### src/rtl/mac_accumulator.sv
// Signed fixed-point dot-product engine: a product register feeding a wide accumulator,
// one saturated frame sum per VEC_LEN operand pairs, handed to the rounder over a valid/ready port.
module mac_accumulator #(
    parameter int para_int_bits  = 7,
    parameter int para_frac_bits = 9,
    parameter int VEC_LEN        = 8
) (
    input  logic                                            clk,
    input  logic                                            rst,
    input  logic                                            in_valid,
    output logic                                            in_ready,
    input  logic [para_int_bits+para_frac_bits-1:0]         in_a,
    input  logic [para_int_bits+para_frac_bits-1:0]         in_b,
    output logic                                            out_valid,
    input  logic                                            out_ready,
    output logic [2*(para_int_bits+para_frac_bits)-1:0]     out_sum,
    output logic                                            out_ovf
);
    localparam int W  = para_int_bits + para_frac_bits;
    localparam int PW = 2 * W;
    localparam int AW = PW + $clog2(VEC_LEN);
    localparam int CW = $clog2(VEC_LEN);

    localparam logic [CW-1:0]        CNT_LAST = CW'(VEC_LEN - 1);
    localparam logic signed [AW-1:0] SUM_MAX  = {{(AW-PW+1){1'b0}}, {(PW-1){1'b1}}};
    localparam logic signed [AW-1:0] SUM_MIN  = {{(AW-PW+1){1'b1}}, {(PW-1){1'b0}}};

    logic [CW-1:0]        cnt;
    logic signed [PW-1:0] a_ext, b_ext, p;
    logic                 p_valid, p_last;
    logic signed [AW-1:0] acc, p_ext, total;
    logic                 stall, accept, load, too_big, too_small;

    assign a_ext = PW'($signed(in_a));
    assign b_ext = PW'($signed(in_b));

    // Only a finished sum with nowhere to go can block the pipe; partial terms always drain.
    assign stall    = p_valid & p_last & out_valid & ~out_ready;
    assign in_ready = ~stall;
    assign accept   = in_valid & in_ready;
    assign load     = p_valid & p_last & ~stall;

    assign p_ext     = {{(AW-PW){p[PW-1]}}, p};
    assign total     = acc + p_ext;
    assign too_big   = total > SUM_MAX;
    assign too_small = total < SUM_MIN;

    always_ff @(posedge clk) begin
        if (rst) begin
            cnt       <= '0;
            p         <= '0;
            p_valid   <= 1'b0;
            p_last    <= 1'b0;
            acc       <= '0;
            out_valid <= 1'b0;
            out_sum   <= '0;
            out_ovf   <= 1'b0;
        end else begin
            if (!stall) begin
                p_valid <= accept;
                if (accept) begin
                    p      <= a_ext * b_ext;
                    p_last <= (cnt == CNT_LAST);
                    cnt    <= (cnt == CNT_LAST) ? '0 : cnt + CW'(1);
                end
                if (p_valid) begin
                    acc <= p_last ? '0 : total;
                end
            end

            if (load) begin
                out_valid <= 1'b1;
                out_ovf   <= too_big | too_small;
                if (too_big)
                    out_sum <= SUM_MAX[PW-1:0];
                else if (too_small)
                    out_sum <= SUM_MIN[PW-1:0];
                else
                    out_sum <= total[PW-1:0];
            end else if (out_valid && out_ready) begin
                out_valid <= 1'b0;
            end
        end
    end
endmodule

### config.mk
export PLATFORM = sky130hd
export DESIGN_NAME = mac_accumulator
export DESIGN_NICKNAME = d
export VERILOG_FILES = /design/src/rtl/mac_accumulator.sv
export SDC_FILE = /design/constraint.sdc
export NUM_CORES = 1
export LEC_CHECK = 0
export BUFFER_PORTS_ARGS = -buffer_cell sky130_fd_sc_hd__buf_2
export CORE_MARGIN = 8
export CORE_UTILIZATION = 45
export DETAILED_ROUTE_END_ITERATION = 16
export HOLD_SLACK_MARGIN = 0.06
export PLACE_DENSITY = 0.76
export SYNTH_ARGS = -nofsm -noshare
export SYNTH_HDL_FRONTEND = slang
export SYNTH_SLANG_ARGS = --single-unit
### constraint.sdc
create_clock -name clk -period 6.3 [get_ports clk]
set_input_delay 0.945 -clock clk [delete_from_list [all_inputs] [get_ports clk]]
set_output_delay 0.945 -clock clk [all_outputs]
set_load 0.02 [all_outputs]
==> metrics.txt <==
setup ws final -49.9 ps; Mapped Area 15500 sq um; share of cells above drive strength 1 0.165; Ys Warns 0; number of flops mapped to enable cells by yosys 0; data required time at the worst endpoint 6510 ps; Reg-to-Reg Start p[0]$_SDFFE_PP0P_; die width just over 200 um; Num CTS Buffers 9; most common cell in the netlist inv_1; # hold bufs at CTS 0; RSZ-0062 raised after global routing true; largest area contributor in the netlist fa_1; HPWL Detailed between 30000 and 40000 um; critical path arrival 6560 ps; top_reg_cell synth dfxtp_1; via count 12600; Final Hold Fails 0; failing checks negative setup slack; slew margin rel. 0.218; TritonCTS clock tree built; # diodes 0; Area Overhead vs Synth 16.4%; CP Class in2reg; RD Place Congestion 0.924; Routed WL 37600 um; flops & latches, synth 106; Iter 0 DRT Violations 736; Initial Utilization 0.453; largest net degree at the start of global routing 62; DR vias/cell 5.25; Max-cap violations 0; most frequent cells after synthesis inv_1, fa_1, nand2_1; worst slew pin tran 1170 ps; global-route wire length before repair 64500 um; Rows 68; final setup vio count 2; Final min period 6350 ps; port bufs 70; GRT Resource Usage Total 0.190; HP Start acc[0]$_SDFFE_PP0P_; initial antenna violation count 0; Syn Nets around 2200; antenna viol nets, final 0; Reg2Reg Capture Point out_sum[2]$_SDFFE_PP0P_; R2R setup slack roughly 1900 ps; cells on worst reg2reg path 13; Worst Setup End Kind register; Max Transition Viols Final 0; synthesized instance count ~1800; Worst-Skew Late Latency approximately 350 ps; crit start category input port; worst hold slack 461 ps; Min-Delay Path Class reg2reg; drt drc 0; First-pass DRT Iterations 5; post-synth cell types 66; # IOs 71; part of the cycle the worst path needs 1.01; outcome finished, violations left; vias in the first global route 13700; crit-path max FO 8; post-synthesis sequential area ratio 0.137; Die Ht roughly 200 um; clock slew at reported path FFs 80 ps; Max Clk Rate 157 MHz; Endpoint, Worst Hold acc[0]$_SDFFE_PP0P_; CORE AREA 34200 sq um; Max Clock Skew 10.0 ps; FFs w/ async S/R, synth 0; mean post-synth cell area 8.57 sq um; clk buf depth 2; Wirelength per Cell 15.6 um; clock sinks 106; top post-synthesis cells by area fa_1, dfxtp_1, ha_1; worst hold path depth 2; CTS H-tree depth 3; die area 40700 sq um; area share of the largest cell type after synthesis 0.339; root buffer cell clkbuf_16; total global routing overflow 0; # nets final 2362
routing by layer:
| metal | global-route usage | vias to the layer above | part of all wire |
|---|---|---|---|
| li1 | - | 5963 | - |
| met1 | 0.221 | 6298 | 0.40 |
| met2 | 0.355 | 264 | 0.54 |
| met3 | 0.0175 | 99 | 0.027 |
| met4 | 0.0733 | 0 | 0.038 |
| met5 | 0 | - | 0 |
critical path: stages:
cell and delay [ps]:
buf_4 120, buf_4 130, buf_6 130, nand2_1 80
fa_1 530, inv_1 50, ha_1 270, inv_1 50
fa_1 570, inv_2 50, fa_1 480, fa_1 500
inv_1 50, fa_1 470, inv_1 60, ha_4 220
a21o_1 180, a21oi_2 180, o21ai_2 90, a31oi_4 210
o21ai_4 120, a2111oi_4 410, o31ai_2 130, or3_1 360
nand3_1 90, a21oi_1 60
cells in the final DEF, fill, tap and decap left out, types with 6 or more instances in the layout:
master       n
inv_1      315
nand4_1      9
xnor2_1     46
a21oi_2     12
dfxtp_1    106
nor2_2       6
a21oi_1    115
fa_2        16
and2_4      11
nor3_1      16
a211oi_1     7
ha_1       105
xor2_1      14
nor2_1      77
o21a_1       7
o211ai_1     8
buf_4      130
and2_1     119
nor2b_1      6
clkbuf_16    9
a21o_1      34
inv_2       10
nand2b_1    11
nand3_1     21
a22oi_1     29
o21ai_0     54
fa_1       247
buf_2       49
o21bai_1    10
buf_6       14
ha_4        12
nand2_1    223
how the worst max path moves through the flow:
stage / start / endpoint / slack [ps]
floorplan: in_a[15] / p[31]$_SDFFE_PP0P_ / -30
global placement: in_b[4] / p[30]$_SDFFE_PP0P_ / -410
detailed placement: in_b[4] / p[30]$_SDFFE_PP0P_ / -510
CTS: in_a[9] / p[30]$_SDFFE_PP0P_ / 0.05
global route: in_a[4] / p[24]$_SDFFE_PP0P_ / -260
finish: in_a[4] / p[30]$_SDFFE_PP0P_ / -50
layout make-up:
type	instances	area (sq um)
timing repair buffer	205	1540
sequential	106	2120
tap	455	569
clock buffer	9	225
fill	3106	16200
clock inverter	7	82.6
multi-input combinational	1297	12300
inverter	326	1220
cell families (layout without fill, tap and decap cells):
kind of cell / Yosys count / after routing / share of synthesized area
simple gates: 527 / 527 / 0.161
buf+inv: 406 / 547 / 0.0994
fa+ha+maj: 381 / 381 / 0.435
compound gates: 326 / 326 / 0.132
flops: 106 / 106 / 0.137
xor+xnor: 61 / 61 / 0.0349
mux: 2 / 2 / 0.00129
sequential cells by signal, indices dropped and copies added, names as in the netlist:
name       flops
acc           35
cnt            3
out_ovf        1
out_sum       32
out_valid      1
p             32
p_last         1
p_valid        1
repair_timing:
| item | in CTS | in global routing |
|---|---|---|
| gates cloned | 0 | 0 |
| setup endpoints to repair | 7 | 15 |
| setup buffers | 5 | 16 |
| pin swaps | 13 | 65 |
| resized for setup | 14 | 121 |
through the flow:
step | worst slack (ps) | utilization | TNS, ps | instance area, sq um | instances
2_1_floorplan | -26.8 | - | -53.1 | 15700 | 1809
3_3_place_gp | -413 | 0.502 | -3300 | 17200 | 2369
3_5_place_dp | -512 | 0.502 | -4520 | 17200 | 2369
4_1_cts | 0.0488 | 0.514 | 0 | 17600 | 2390
5_1_grt | -256 | 0.528 | -1220 | 18000 | 2405
6_report | -49.9 | 0.528 | -74.8 | 18000 | 2405
Power is not shown: default switching activity piles up to over one toggle a cycle in this logic, so the estimate is an artifact.
